## src/rtl/gpio_in_ctrl.sv

```systemverilog
// Switch/key input port: 2-flop sync, shared-window debounce, press events.
// Build with GPIO_IN_IRQ_EN to add the registered irq output.
module gpio_in_ctrl #(
  parameter int DATA_WIDTH      = 32,
  parameter int SW_WIDTH        = 18,
  parameter int KEY_WIDTH       = 3,
  parameter int DEBOUNCE_CYCLES = 10000,
  parameter int CNT_WIDTH       = 16
) (
  input  logic                  clk,
  input  logic                  rst_n,
  input  logic [SW_WIDTH-1:0]   sw_in,
  input  logic [KEY_WIDTH-1:0]  key_n_in,
  input  logic                  rd_en,
  input  logic [1:0]            addr,
  output logic [DATA_WIDTH-1:0] rd_data,
  output logic                  rd_valid
`ifdef GPIO_IN_IRQ_EN
  ,
  output logic                  irq
`endif
);

  localparam int W = SW_WIDTH + KEY_WIDTH;

  localparam logic [W-1:0] RST_VEC =
    {{KEY_WIDTH{1'b1}}, {SW_WIDTH{1'b0}}};

  localparam logic [CNT_WIDTH-1:0] CNT_MAX =
    CNT_WIDTH'(DEBOUNCE_CYCLES - 1);

  localparam logic [CNT_WIDTH-1:0] CNT_ONE =
    CNT_WIDTH'(1);

  logic [W-1:0]          raw;
  logic [W-1:0]          sync1;
  logic [W-1:0]          sync2;
  logic [W-1:0]          cand;
  logic [W-1:0]          stable;
  logic [CNT_WIDTH-1:0]  cnt;
  logic [15:0]           chg_cnt;
  logic [KEY_WIDTH-1:0]  evt;

  logic                  cand_diff;
  logic                  cnt_done;
  logic                  commit;
  logic [KEY_WIDTH-1:0]  stable_k;
  logic [KEY_WIDTH-1:0]  cand_k;
  logic [KEY_WIDTH-1:0]  press;
  logic [KEY_WIDTH-1:0]  clr;

  logic [DATA_WIDTH-1:0] rd_mux;
  logic [DATA_WIDTH-1:0] rd_hold;
  logic                  rd_pend;

  assign raw = {key_n_in, sw_in};

  always_ff @(posedge clk or negedge rst_n) begin
    if (!rst_n) begin
      sync1 <= RST_VEC;
      sync2 <= RST_VEC;
    end else begin
      sync1 <= raw;
      sync2 <= sync1;
    end
  end

  always_comb begin
    cand_diff = (sync2 != cand);
    cnt_done  = (cnt == CNT_MAX);
    commit    = !cand_diff && cnt_done
                && (stable != cand);
    stable_k  = stable[W-1 -: KEY_WIDTH];
    cand_k    = cand[W-1 -: KEY_WIDTH];
  end

  // One window for the whole vector: any bit moving restarts it.
  always_ff @(posedge clk or negedge rst_n) begin
    if (!rst_n) begin
      cand <= RST_VEC;
      cnt  <= '0;
    end else if (cand_diff) begin
      cand <= sync2;
      cnt  <= '0;
    end else if (!cnt_done) begin
      cnt  <= cnt + CNT_ONE;
    end
  end

  always_ff @(posedge clk or negedge rst_n) begin
    if (!rst_n) begin
      stable  <= RST_VEC;
      chg_cnt <= '0;
    end else if (commit) begin
      stable  <= cand;
      chg_cnt <= chg_cnt + 16'd1;
    end
  end

  // Keys are active-low: a press is a committed 1 -> 0.
  always_comb begin
    press = '0;
    if (commit) begin
      press = stable_k & ~cand_k;
    end
  end

  always_comb begin
    clr = '0;
    if (rd_en && (addr == 2'd2)) begin
      clr = evt;
    end
  end

  // Set wins over the read-clear in the same cycle.
  always_ff @(posedge clk or negedge rst_n) begin
    if (!rst_n) begin
      evt <= '0;
    end else begin
      evt <= (evt & ~clr) | press;
    end
  end

  always_comb begin
    rd_mux = '0;
    unique case (addr)
      2'd0: rd_mux[SW_WIDTH-1:0]  = stable[SW_WIDTH-1:0];
      2'd1: rd_mux[KEY_WIDTH-1:0] = ~stable_k;
      2'd2: rd_mux[KEY_WIDTH-1:0] = evt;
      2'd3: rd_mux[15:0]          = chg_cnt;
    endcase
  end

  // Sample on the request edge, present one edge later.
  always_ff @(posedge clk or negedge rst_n) begin
    if (!rst_n) begin
      rd_pend <= 1'b0;
      rd_hold <= '0;
    end else begin
      rd_pend <= rd_en;
      if (rd_en) begin
        rd_hold <= rd_mux;
      end
    end
  end

  always_ff @(posedge clk or negedge rst_n) begin
    if (!rst_n) begin
      rd_valid <= 1'b0;
      rd_data  <= '0;
    end else begin
      rd_valid <= rd_pend;
      if (rd_pend) begin
        rd_data <= rd_hold;
      end
    end
  end

`ifdef GPIO_IN_IRQ_EN
  always_ff @(posedge clk or negedge rst_n) begin
    if (!rst_n) begin
      irq <= 1'b0;
    end else begin
      irq <= |evt;
    end
  end
`endif

endmodule

```

## config.mk

```make
export PLATFORM = sky130hd
export DESIGN_NAME = gpio_in_ctrl
export DESIGN_NICKNAME = d
export VERILOG_FILES = /design/src/rtl/gpio_in_ctrl.sv
export SDC_FILE = /design/constraint.sdc
export NUM_CORES = 1
export LEC_CHECK = 0
export ABC_CLOCK_PERIOD_IN_PS = 3210
export CORE_ASPECT_RATIO = 1.2
export CORE_MARGIN = 2
export CORE_UTILIZATION = 57
export CTS_CLUSTER_DIAMETER = 30
export DETAILED_ROUTE_END_ITERATION = 6
export MAX_ROUTING_LAYER = met4
export PLACE_DENSITY = 0.81
export REMOVE_ABC_BUFFERS = 1
export SLEW_MARGIN = 20
export SYNTH_ARGS = -nofsm -noshare
export SYNTH_HDL_FRONTEND = slang
export SYNTH_SLANG_ARGS = --single-unit
```

## constraint.sdc

```tcl
create_clock -name clk -period 3.21 [get_ports clk]
set_clock_uncertainty 0.05 [all_clocks]
set_input_delay 0.4815 -clock clk [delete_from_list [all_inputs] [get_ports clk]]
set_output_delay 0.4815 -clock clk [all_outputs]
set_load 0.005 [all_outputs]
```

Word level (Yosys, flattened, before mapping)
Index checks and enable logic that the tools add are counted.
{"block": "op_classes", "n_addsub": 2, "multipliers": 0, "div_mod_pow": 0, "magnitude_cmp": 0, "eq_ne": 7, "shift": 0, "n_mux": 7, "bitwise_logic": 6, "n_reduce_logical": 5}
{"op": "$ne A21 B21 Y1", "count": 2}
{"op": "$add A16 B1 Y16 const B", "count": 2}
{"op": "$mux W16", "count": 2}
{"op": "$pmux W13 S2", "count": 1}
{"op": "$eq A16 B14 Y1 const B", "count": 1}
{"op": "$pmux W3 S4", "count": 1}
{"op": "$not A3 Y3", "count": 3}
{"op": "$and A3 B3 Y3", "count": 2}
{"op": "$mux W3", "count": 2}
{"op": "$eq A2 B2 Y1 const B", "count": 2}
{"op": "$logic_and A1 B1 Y1", "count": 3}
{"op": "$or A3 B3 Y3", "count": 1}
{"op": "$eq A2 B1 Y1 const B", "count": 1}
{"op": "$logic_not A2 Y1", "count": 1}
{"op": "$mux W2", "count": 1}
{"op": "$ne A2 B2 Y1 const B", "count": 1}
{"op": "$logic_not A1 Y1", "count": 1}
{"block": "totals", "register_bits": 157, "latch_bits": 0, "ram_bits": 0, "mem_bits_ro": 0, "word_cells": 38, "memories": 0}

Longest topological paths before layout
{"block": "logic_depth", "word_depth": 6, "depth_mapped": 10, "mapped_depth_nobuf": 8}

Worst setup path before layout
Ideal clock, no wire load.
{"block": "synth_timing", "path_kind": "reg2reg", "from": "reg cand[18]", "to": "reg stable[10]", "setup_time_ps": 125, "arrival_time_ps": 2067, "required_ps": 3035, "path_slack_ps": 968, "path_stages_with_launch": 10, "n_path_buf": 2, "synth_period_minus_slack_ps": 2242, "cell_sequence": "dfstp_2 inv_1 ha_1 nand3_1 nor4_1 nand2_1 o2111a_1 buf_6 buf_6 mux2_4"}
{"block": "synth_via", "elab_chain_cells": 4}
{"element": "start, declared", "line_no": "38", "source": "logic [W-1:0] cand;"}
{"element": "start signal, assigned", "line_no": "83", "source": "cand <= sync2;"}
{"element": "$ne A21 B21 Y1", "line_no": "69", "source": "cand_diff = (sync2 != cand);"}
{"element": "$logic_not A1 Y1", "line_no": "71", "source": "commit = !cand_diff && cnt_done"}
{"element": "$logic_and A1 B1 Y1", "line_no": "71"}
{"element": "$logic_and A1 B1 Y1 (*)", "line_no": "72", "source": "&& (stable != cand);"}
{"element": "end signal, assigned", "line_no": "95", "source": "stable <= cand;"}
{"element": "end, declared", "line_no": "39", "source": "logic [W-1:0] stable;"}
Mark *: on every way between the ends. The rest lies on a longest branch, timed or not.
A chain may end at the register's enable or synchronous reset.

Worst setup path after layout
{"block": "layout_timing", "from": "reg cand[18]", "to": "reg stable[0]"}
The elaborated chain is that of the path after synthesis.

==> results.txt <==
----------------------------------------------------
[Status]
  Outcome ... finished, final reports clean

[Route]
  Number of vias per cell ... 5.452
  Detailed Route Iter0 Violations ... 186
  Drt pass-1 iters ... 5
  DRC Markers ... 0
  Total length of routed wires ... 10780 um
  DRT antenna net count ... 0
  Average wire per standard cell ... 16.09 um
  Vias after detailed routing ... 3653

[Logic synthesis]
  Sequential share of the synthesized area ... 61.48%
  Mapped Avg Cell Area ... 12.99 um2
  Async SR Flop Fraction ... 100.0%
  Summed instance area of the synthesized netlist ... 6415 um2
  Synthesis-stage register bit count ... 157
  Compound-gate portion of the synthesized area ... 4.720%
  Number of warnings printed during yosys synthesis ... 0
  Commonest register cell after synthesis ... dfrtp_1
  Synth unique cells ... 44
  Synth Area in Adders ... 1.950%
  Post-synthesis cell count ... 494
  Dominant combinational cell family by area after synthesis ... XOR/XNOR gates
  XOR/XNOR share of the synthesized area ... 9.538%
  Number of enable-type register cells in the synthesized netlist ... 0
  Post-synthesis mux area share ... 8.114%
  Post-synthesis simple-gate area fraction ... 8.563%

[Clock tree]
  CTS Buf Count ... 17
  Clock sink count ... 157
  Skew-Pair Late Insertion Delay ... 420 ps
  Number of post-CTS setup repair buffers ... 0
  TritonCTS clock tree ... yes
  Number of buffers between clock root and the deepest sink ... 2
  Cells resized by post-CTS repair ... 0
  Hold buffer count at CTS ... 0
  Clock edge transition at the registers on the reported setup and hold paths ... 60 ps
  CTS Root Cell ... clkbuf_16
  H-Tree Depth ... 4

[Setup path]
  Type of the worst setup path ... reg -> reg
  CP Launch Type ... flip-flop
  Arrival time of data at the critical path endpoint ... 2830 ps
  Series of cell instances along the critical path ... inv_1, ha_1, nand3_1, nor4_1, nand2_1, o2111a_1, buf_4, mux2_1
  Critical path capture point type ... flip-flop
  Stage delay of the slowest cell on the critical path ... 550 ps
  CP max stage cell ... dfstp_2
  Largest driver fanout on the critical path ... 33
  Required arrival time at the worst endpoint ... 3460 ps

[Die]
  Chip height ... 120.2 um
  Initial core utilization ... 58.41%
  Placeable core area ... 10980 um2
  Total Die Area ... 12120 um2
  Number of standard-cell rows in the floorplan ... 42
  Boundary pin count ... 59
  Die X ... 100.8 um

[Layout]
  Reg area ... 3944 um2
  Area taken by multi-input logic gates ... 2162 um2
  Post-synthesis to final-layout area growth ... 16.17%
  Final net count ... 561
  Fraction of the core area covered by cells at the end of the flow ... 67.85%
  Share of post-route cells with drive strength above 1 ... 17.84%
  Layout fillers ... 746
  Diodes inserted ... 0

[STA]
  Period utilisation layout ... 80.54%
  Min Tclk post-route ... 2585 ps
  RSZ-0062 raised after global routing ... false
  Endpoints failing setup ... 0
  Fin. max-slew vios ... 0
  Final hold violations ... 0
  Final TNS setup ... 0 ps
  Max-slew headroom at the worst pin ... 50.38%
  Highest Clock Rate ... 386.8 MHz
  Slew at the pin with the worst max-slew slack ... 744.2 ps

[Global route]
  Vias in the first global route ... 3735
  Total global routing overflow ... 0
  Initial antenna violation count ... 0
  Global-route wire length before repair ... 18190 um
  Largest net degree at the start of global routing ... 88
  Tot GR Track Use ... 20.24%

[Placement]
  Final estimated routing congestion in global placement ... 0.8501
  Post-detail-place hpwl ... 7236 um
  IO buf count ... 44

[Power]
  Portion of total power attributed to combinational logic ... 3.9%
  Pwr per Cell Area ... 569.0 nW/um2
  Switching share of power ... 21.56%
  Sequential share of power ... 48.8%
  Max VDD drop ... 0.3685 mV
  Int Pwr ... 3.326 mW
  Leakage power of the design ... 3.322 nW
  Switch Pwr ... 914.3 uW
  Fraction of power consumed by the clock network ... 47.3%

[Job]
  MaxCap Viol Count ... 0

[Min path]
  Class of the worst hold path ... in -> async

----------------------------------------------------
## layout make-up
cell class	count	share of cell area (%)
multi-input combinational	275	29.01
inverter	24	1.209
clock inverter	11	1.797
timing repair buffer	50	6.531
clock buffer	21	6.313
tap	132	2.216
sequential	157	52.92
## Yosys cell counts, types with 8 or more instances
master      n  area, um2
nor4_1      8      50.05
nand2_1    19      71.32
a22oi_1    13      97.59
nand4_1    13      81.33
clkbuf_1   32      120.1
dfrtp_1   145       3628
xor2_1     36      315.3
dfstp_2    12      315.3
xnor2_1    32      280.3
buf_4      14      105.1
o22ai_1    13      81.33
nand3_1    14      70.07
inv_1      24      90.09
mux2_2     21      236.5
nor2_1     19      71.32
mux2_4     16      240.2
ha_1       10      125.1
## placed cells by master (no fill, tap or decap), types with 14 or more instances in the layout
master           instances
clkbuf_16               17
clkdlybuf4s50_1         43
conb_1                  14
dfrtp_1                145
inv_1                   24
mux2_2                  21
mux2_4                  16
nand2_1                 19
nand3_1                 14
nor2_1                  19
xnor2_1                 32
xor2_1                  36
## critical path, delay by kind of cell, from the launching register on
kind | cells | cell delay (ps)
buffers and inverters | 2 | 320
multiplexers | 1 | 350
flip-flops | 1 | 550
adder cells (fa/ha/maj) | 1 | 290
AO/OA/AOI/OAI | 1 | 260
AND/OR/NAND/NOR | 3 | 640
## through the flow
step	hold WS (ps)	cells	power [mW]	instance area [um2]	worst slack, ps
after global routing	112.9	670	4.392	7452	524.2
after CTS	84.87	670	4.280	7452	665.1
after detailed placement	284.7	638	2.274	6848	752.1
after global placement	281.5	638	2.264	6848	796.6
after floorplan	135.9	456	2.162	6196	500.7
final	67.92	670	4.240	7452	624.5
## cell families (layout without fill, tap and decap cells)
logic type | Yosys count | count (layout)
other | 1 | 14
adder cells (fa/ha/maj) | 10 | 10
AND/OR/NAND/NOR | 99 | 99
multiplexers | 41 | 41
AO/OA/AOI/OAI | 42 | 42
flip-flops | 157 | 157
buffers and inverters | 75 | 106
XOR/XNOR | 69 | 69
## power groups by stage
stage	sequential, mW	clock (mW)	combinational (mW)
5_1_grt	2.08	2.13	0.184
6_report	2.07	2.00	0.165
3_3_place_gp	2.10	0	0.161
4_1_cts	2.07	2.04	0.169
2_1_floorplan	2.10	0	0.0646
3_5_place_dp	2.11	0	0.166
## worst paths after layout
path                                from   endpoint  slack, ps  cells past startpoint
worst max-delay path            cand[18]  stable[0]        620                      8
worst min-delay path               rst_n   sync2[7]         70                      1
worst max register to register  cand[18]  stable[0]        620                      8
worst min register to register  sync1[3]   sync2[3]        300                      0
max in group asynchronous          rst_n  stable[5]       2230                      2
min in group clk                sync1[3]   sync2[3]        300                      0
## sequential cells by signal, indices dropped and copies added (netlist names)
register,flops
cnt,16
cand,21
rd_hold,18
sync2,21
chg_cnt,16
evt,3
sync1,21
rd_data,18
rd_pend,1
stable,21
rd_valid,1
## routing by layer
| metal | GRT usage [%] | vias up | share of wire, % |
|---|---|---|---|
| li1 | - | 1703 | - |
| met3 | 5.491 | 17 | 5.0 |
| met4 | 8.048 | 0 | 1.8 |
| met2 | 31.42 | 105 | 51 |
| met1 | 25.43 | 1828 | 43 |
| met5 | - | - | 0 |
No activity file was read; power rests on OpenSTA's default activity.
